## src/rtl/fan_driver.sv

```systemverilog
// Fan motor driver: spin-up kick, rate-limited speed ramp, tach stall detection
// with timed retry, and 8-level PWM generation.
module fan_driver #(
   parameter int RAMP_DIV  = 4,
   parameter int KICK_LEN  = 16,
   parameter int STALL_LIM = 64,
   parameter int RETRY_LEN = 128
) (
   input  logic       clk,
   input  logic       rst,
   input  logic [3:0] CRS,
   input  logic       TACH,
   output logic       PWM,
   output logic [3:0] SPEED,
   output logic       RAMPING,
   output logic       STALL
);

   localparam int RW = (RAMP_DIV > 1) ? $clog2(RAMP_DIV) : 1;
   localparam int KW = $clog2(KICK_LEN + 1);
   localparam int SW = $clog2(STALL_LIM + 1);
   localparam int FW = $clog2(RETRY_LEN + 1);

   typedef enum logic [1:0] {IDLE, KICK, RUN, FAULT} state_t;

   state_t        state_reg, state_next;
   logic [3:0]    speed_reg, speed_next;
   logic [RW-1:0] ramp_reg,  ramp_next;
   logic [KW-1:0] kick_reg,  kick_next;
   logic [SW-1:0] stall_reg, stall_next;
   logic [FW-1:0] retry_reg, retry_next;
   logic [2:0]    pwm_cnt_reg;
   logic [1:0]    tach_sync_reg;
   logic          tach_prev_reg;

   logic [3:0]    target;
   logic          tach_edge;

   assign target    = (CRS > 4'd8) ? 4'd8 : CRS;
   assign tach_edge = tach_sync_reg[1] & ~tach_prev_reg;

   always_ff @(posedge clk or posedge rst) begin
      if (rst) begin
         state_reg     <= IDLE;
         speed_reg     <= 4'd0;
         ramp_reg      <= '0;
         kick_reg      <= '0;
         stall_reg     <= '0;
         retry_reg     <= '0;
         pwm_cnt_reg   <= 3'd0;
         tach_sync_reg <= 2'b00;
         tach_prev_reg <= 1'b0;
      end else begin
         state_reg     <= state_next;
         speed_reg     <= speed_next;
         ramp_reg      <= ramp_next;
         kick_reg      <= kick_next;
         stall_reg     <= stall_next;
         retry_reg     <= retry_next;
         pwm_cnt_reg   <= pwm_cnt_reg + 3'd1;
         tach_sync_reg <= {tach_sync_reg[0], TACH};
         tach_prev_reg <= tach_sync_reg[1];
      end
   end

   always_comb begin
      state_next = state_reg;
      speed_next = speed_reg;
      ramp_next  = ramp_reg;
      kick_next  = kick_reg;
      stall_next = stall_reg;
      retry_next = retry_reg;
      case (state_reg)
         IDLE: begin
            speed_next = 4'd0;
            if (target != 4'd0) begin
               state_next = KICK;
               speed_next = 4'd8;
               kick_next  = '0;
            end
         end
         KICK: begin
            speed_next = 4'd8;
            if (target == 4'd0) begin
               state_next = IDLE;
               speed_next = 4'd0;
            end else if (kick_reg == KW'(KICK_LEN - 1)) begin
               state_next = RUN;
               speed_next = target;
               stall_next = '0;
               ramp_next  = '0;
            end else begin
               kick_next = kick_reg + 1'b1;
            end
         end
         RUN: begin
            // A tach edge on the limit cycle clears the counter instead of faulting.
            if (speed_reg == 4'd0) begin
               state_next = IDLE;
               ramp_next  = '0;
            end else if (!tach_edge && stall_reg == SW'(STALL_LIM - 1)) begin
               state_next = FAULT;
               speed_next = 4'd0;
               retry_next = '0;
               ramp_next  = '0;
            end else begin
               stall_next = tach_edge ? '0 : stall_reg + 1'b1;
               if (speed_reg == target) begin
                  ramp_next = '0;
               end else if (ramp_reg == RW'(RAMP_DIV - 1)) begin
                  ramp_next  = '0;
                  speed_next = (target > speed_reg) ? speed_reg + 4'd1 : speed_reg - 4'd1;
               end else begin
                  ramp_next = ramp_reg + 1'b1;
               end
            end
         end
         FAULT: begin
            speed_next = 4'd0;
            if (retry_reg == FW'(RETRY_LEN - 1)) begin
               if (target != 4'd0) begin
                  state_next = KICK;
                  speed_next = 4'd8;
                  kick_next  = '0;
               end else begin
                  state_next = IDLE;
               end
            end else begin
               retry_next = retry_reg + 1'b1;
            end
         end
         default: begin
            state_next = IDLE;
            speed_next = 4'd0;
         end
      endcase
   end

   assign SPEED   = speed_reg;
   assign PWM     = (speed_reg == 4'd8) | ({1'b0, pwm_cnt_reg} < speed_reg);
   assign RAMPING = (state_reg == RUN) && (speed_reg != target);
   assign STALL   = (state_reg == FAULT);

endmodule

```

## config.mk

```make
export PLATFORM = sky130hd
export DESIGN_NAME = fan_driver
export DESIGN_NICKNAME = d
export VERILOG_FILES = /design/src/rtl/fan_driver.sv
export SDC_FILE = /design/constraint.sdc
export NUM_CORES = 1
export LEC_CHECK = 0
export ABC_AREA = 1
export ABC_CLOCK_PERIOD_IN_PS = 6700
export CAP_MARGIN = 5
export CORE_MARGIN = 2
export CORE_UTILIZATION = 64
export DETAILED_ROUTE_END_ITERATION = 16
export GPL_TIMING_DRIVEN = 1
export PLACE_DENSITY = 0.95
export SLEW_MARGIN = 20
export SYNTH_ARGS = -nofsm -noshare
export SYNTH_HDL_FRONTEND = slang
export SYNTH_SLANG_ARGS = --single-unit
```

## constraint.sdc

```tcl
create_clock -name clk -period 6.7 [get_ports clk]
set_input_delay 1.34 -clock clk [delete_from_list [all_inputs] [get_ports clk]]
set_output_delay 1.34 -clock clk [all_outputs]
set_load 0.05 [all_outputs]
```

### After elaboration in Yosys (flattened, before gate mapping)

Index checks and enable logic that the tools add are counted.
W data, S select, Z words.

| cells by class | value |
|---|---|
| add/sub/neg operators | 7 |
| order comparisons | 3 |
| equal/unequal tests | 23 |
| mux-type cells | 41 |
| bitwise gates (word level) | 3 |
| reductions and logical operators | 16 |

Operator list:

| operator | count |
|---|---|
| $mux W4 | 10 |
| $mux W7 | 5 |
| $mux W2 | 12 |
| $mux W8 | 3 |
| $mux W5 | 4 |
| $ne A2 B2 Y1 const B | 8 |
| $pmux W4 S4 | 1 |
| $pmux W8 S2 | 1 |
| $pmux W5 S3 | 1 |
| $pmux W7 S2 | 1 |
| $ne A3 B3 Y1 const B | 4 |
| $reduce_and A4 Y1 | 3 |
| $add A8 B1 Y8 const B | 1 |
| $eq A8 B7 Y1 const B | 1 |
| $logic_not A4 Y1 | 2 |
| $pmux W2 S4 | 1 |
| $add A7 B1 Y7 const B | 1 |
| $eq A7 B6 Y1 const B | 1 |
| $eq A2 B2 Y1 const B | 3 |
| $reduce_and A3 Y1 | 2 |
| $add A5 B1 Y5 const B | 1 |
| $eq A5 B4 Y1 const B | 1 |
| $reduce_and A5 Y1 | 1 |
| $add A4 B1 Y4 const B | 1 |
| 22 further kinds | 24 |

| storage, ports and cells | value |
|---|---|
| register bits after elaboration | 34 |
| bits of input ports | 7 |
| output and inout bits | 7 |

### Longest topological paths before layout

| logic depth | value |
|---|---|
| word-level depth | 9 |
| mapped depth | 19 |
| gate-level depth less buffers | 19 |

### Worst setup path after synthesis

Ideal clock, no wire load.

| path | value |
|---|---|
| kind | input port to output port |
| start point | input port CRS[0] |
| end point | output port RAMPING |
| arrival | 2.643 ns |
| required time | 5.360 ns |
| path slack | 2.717 ns |
| cell stages on the path | 6 |
| cell sequence | nor3_1 > o21ai_0 > ha_1 > nand2_1 > nor2_1 > nor2_1 |

| on the way | value |
|---|---|
| cells in the longest elaborated chain, start to end | 4 |

Ends and longest elaborated chain:

| element | line | source |
|---|---|---|
| start: declaration | 11 | `input logic [3:0] CRS,` |
| $gt A4 B4 Y1 | 39 | `assign target = (CRS > 4'd8) ? 4'd8 : CRS;` |
| $mux W4 (*) | 39 |  |
| $ne A4 B4 Y1 (*) | 141 | `assign RAMPING = (state_reg == RUN) && (speed_reg != target);` |
| $logic_and A1 B1 Y1 (*) | 141 |  |
| end: declaration | 15 | `output logic RAMPING,` |

Every way passes the cells marked *; elsewhere a longest branch is shown, timed or not.

### Final worst setup path

| path | value |
|---|---|
| start point | input port CRS[3] |
| end point | output port RAMPING |

Same word-level chain as after synthesis.

==> impl_metrics.env <==
export IMPL_status="complete, no violations"
export IMPL_p_leak_nw=1.251
export IMPL_drcViolationCount=0
export IMPL_stdcell_count=359
export IMPL_relSlewSlack_pct=66.57
export IMPL_die_area_sq_mm=0.004097
export IMPL_nets=341
export IMPL_synth_nets=324
export IMPL_timing_final_crit_share_pct=73.75
export IMPL_wl_mm=4.699
export IMPL_die_width_um=64.01
export IMPL_reg2reg_depth=15
export IMPL_worst_slack_ns=1.759
export IMPL_cts_made_buffers=5
export IMPL_dp_slack_ns=1.760
export IMPL_htreeDepth=2
export IMPL_crit_type="in -> out"
export IMPL_largest_reg_flops=8
export IMPL_nFillCells=235
export IMPL_cts_resized=0
export IMPL_diodes=0
export IMPL_io_buffers=13
export IMPL_antenna_found_initial=0
export IMPL_ant_nets=0
export IMPL_worstPathArrival_ns=3.60
export IMPL_synth_avg_cell_area_sq_um=7.760
export IMPL_min_path_cells=0
export IMPL_cts_buffer_depth=2
export IMPL_slowest_stage="clkdlybuf4s50_1"
export IMPL_syn_inst=297
export IMPL_hold_violations=0
export IMPL_cts_num_sinks=34
export IMPL_syn_cell_area_sq_mm=0.002305
export IMPL_cts_tree="yes"
export IMPL_io_pins=14
export IMPL_r2r_end="SPEED[3]"
export IMPL_start_util_pct=68.00
export IMPL_start_kind="input pin"
export IMPL_dr_max_layer_used="met4"
export IMPL_hp_class="reg -> reg"
export IMPL_clock_latency_ns=0.35
export IMPL_die_h_um=64.01
export IMPL_crit_chain="clkdlybuf4s50_1 > inv_1 > o21ai_0 > ha_1 > nand2_1 > nor2_1 > nor2_1 > clkdlybuf4s50_1"
export IMPL_yosys_warnings=0
export IMPL_drive_gt1_share_pct=11.18
export IMPL_synth_top_area_share_pct=36.92
export IMPL_synth_largest_area_cell="dfrtp_1"
export IMPL_cp_max_fo=4
export IMPL_synth_edf_count=0
export IMPL_dr_wl_met2_mm=2.385
export IMPL_drv_slew=0
export IMPL_grt_max_degree=35
export IMPL_fin_total_pwr_w=0.0008449
export IMPL_hold_end="tach_sync_reg[1]"
export IMPL_viasPerCell=5.468
export IMPL_finalSetupViolations=0
export IMPL_dp_hpwl_mm=3.479
export IMPL_fin_skew_ns=0.009041
export IMPL_drv_cap=0
export IMPL_grt_pass1_wl_mm=8.459
export IMPL_min_from="tach_sync_reg[0]"
export IMPL_cp_data_required_time_ns=5.36
export IMPL_dp_cells=353
export IMPL_critPathBufInv=3
export IMPL_gp_congestion=0.8880
export IMPL_wl_met3_um=203
export IMPL_synthFlopType="dfrtp_1"
export IMPL_drtIter0Drc=124
export IMPL_min_period_ns=4.941
export IMPL_tightest_slew_ns=0.4999
export IMPL_fin_setup_tns_ns=0
export IMPL_overflow=0
export IMPL_firstDrtPassIters=4
export IMPL_power_density_mw_per_mm2=335.8
export IMPL_vdd_drop_max_uv=261.9
export IMPL_async_reset_ff_share_pct=100.0
export IMPL_num_rows=21
export IMPL_hold_buffers=0
export IMPL_grt_use_total_pct=26.67
export IMPL_path_depth=8
export IMPL_syn2layout_area_growth_pct=9.175
export IMPL_r2r_start="SPEED[3]"
export IMPL_core_area_sq_mm=0.003390
export IMPL_cts_root_buffer="clkbuf_4"
export IMPL_yosys_top_cells_area="dfrtp_1 37%, nand2_1 14%, ha_1 10%"
export IMPL_first_global_vias=1984
export IMPL_reg2reg_slack_ns=4.07
export IMPL_critPathTopFamily="buffers and inverters"
export IMPL_rsz0062_at_grt="false"
export IMPL_synth_seq_cells=34
export IMPL_postCtsSetupBuffers=0
export IMPL_routedLengthMet1_mm=2.019
export IMPL_fmax_mhz=202.4
export IMPL_slowest_delay_ns=0.81
export IMPL_synth_seq_area_share_pct=36.92
export IMPL_wire_per_inst_um=13.09
export IMPL_worstSetupEndpointType="output port"
export IMPL_vias=1963
export IMPL_ys_types=37
export IMPL_clk_pin_slew_ns=0.09
==> cell usage after synthesis, types with 2 or more instances <==
cell type	count
inv_1	36
o21ai_1	4
ha_1	19
o22ai_1	5
o21ai_0	10
a21oi_1	5
xor2_1	5
a21oi_2	2
nand3b_1	2
nand2_2	5
nor3_1	2
inv_2	3
dfrtp_1	34
nor2_4	2
o21a_1	2
nand4_1	3
o21ai_2	7
nand3_1	19
nor2_1	25
nand3_2	2
buf_4	2
nand2_1	86
a21boi_0	2
xnor2_1	2
==> cell usage in the layout, fill, tap and decap left out, types with 3 or more instances in the layout <==
cell type / netlist / routed
nand2_1: 86 / 86
inv_1: 36 / 36
dfrtp_1: 34 / 34
nor2_1: 25 / 25
nand3_1: 19 / 19
ha_1: 19 / 19
clkdlybuf4s50_1: 0 / 13
o21ai_0: 10 / 10
o21ai_2: 7 / 7
nand2_2: 5 / 5
o22ai_1: 5 / 5
xor2_1: 5 / 5
a21oi_1: 5 / 5
clkbuf_4: 0 / 5
o21ai_1: 4 / 4
inv_2: 3 / 3
nand4_1: 3 / 3
==> metal layers <==
| layer | vias up | GRT usage [%] |
|---|---|---|
| li1 | 983 | - |
| met3 | 11 | 4.049 |
| met5 | - | 0 |
| met1 | 912 | 33.33 |
| met4 | 0 | 14.13 |
| met2 | 57 | 44.40 |
==> kinds of logic (layout without fill, tap and decap cells) <==
group | count (synthesis) | after routing | share of synthesized area (%)
compound gates | 37 | 37 | 10.21
xor+xnor | 7 | 7 | 2.660
fa+ha+maj | 20 | 20 | 11.18
buf+inv | 44 | 60 | 8.034
flops | 34 | 34 | 36.92
simple gates | 155 | 155 | 31.00
==> worst max-delay path by stage <==
stage,start,end,slack [ns]
2_1_floorplan,CRS[0],RAMPING,2.72
3_3_place_gp,CRS[3],RAMPING,1.81
3_5_place_dp,CRS[3],RAMPING,1.76
4_1_cts,CRS[3],RAMPING,1.76
5_1_grt,CRS[3],RAMPING,1.70
6_report,CRS[3],RAMPING,1.76
==> report_power, final <==
group | switching, W | internal [W]
sequential | 0.0000418 | 0.000242
combinational | 0.000296 | 0.000151
clock | 0.0000675 | 0.0000472
total | 0.000405 | 0.000440
==> area by class of cell <==
| type | instances | area [sq um] | area share (%) |
|---|---|---|---|
| Multi-Input combinational cell | 219 | 1269 | 50.42 |
| Inverter | 40 | 150.1 | 5.967 |
| Tap cell | 46 | 57.56 | 2.287 |
| Sequential cell | 34 | 850.8 | 33.81 |
| Timing Repair Buffer | 14 | 137.6 | 5.470 |
| Clock buffer | 6 | 51.30 | 2.039 |
==> through the flow <==
stage,hold slack [ns],util [%],cell area (sq um)
finish,0.3595,74.23,2516
global route,0.3764,74.23,2516
CTS,0.3597,74.23,2516
detailed placement,0.3386,72.72,2465
global placement,0.3333,72.72,2465
floorplan,0.3312,-,2305
==> worst reg2reg max path, delay by kind of cell (launching register included) <==
kind | cells | cell delay, ns
AND/OR/NAND/NOR | 10 | 0.92
adder cells (fa/ha/maj) | 2 | 0.59
flip-flops | 1 | 0.48
AO/OA/AOI/OAI | 1 | 0.29
buffers and inverters | 2 | 0.25
Note: power is estimated with default switching activity, not from simulation.
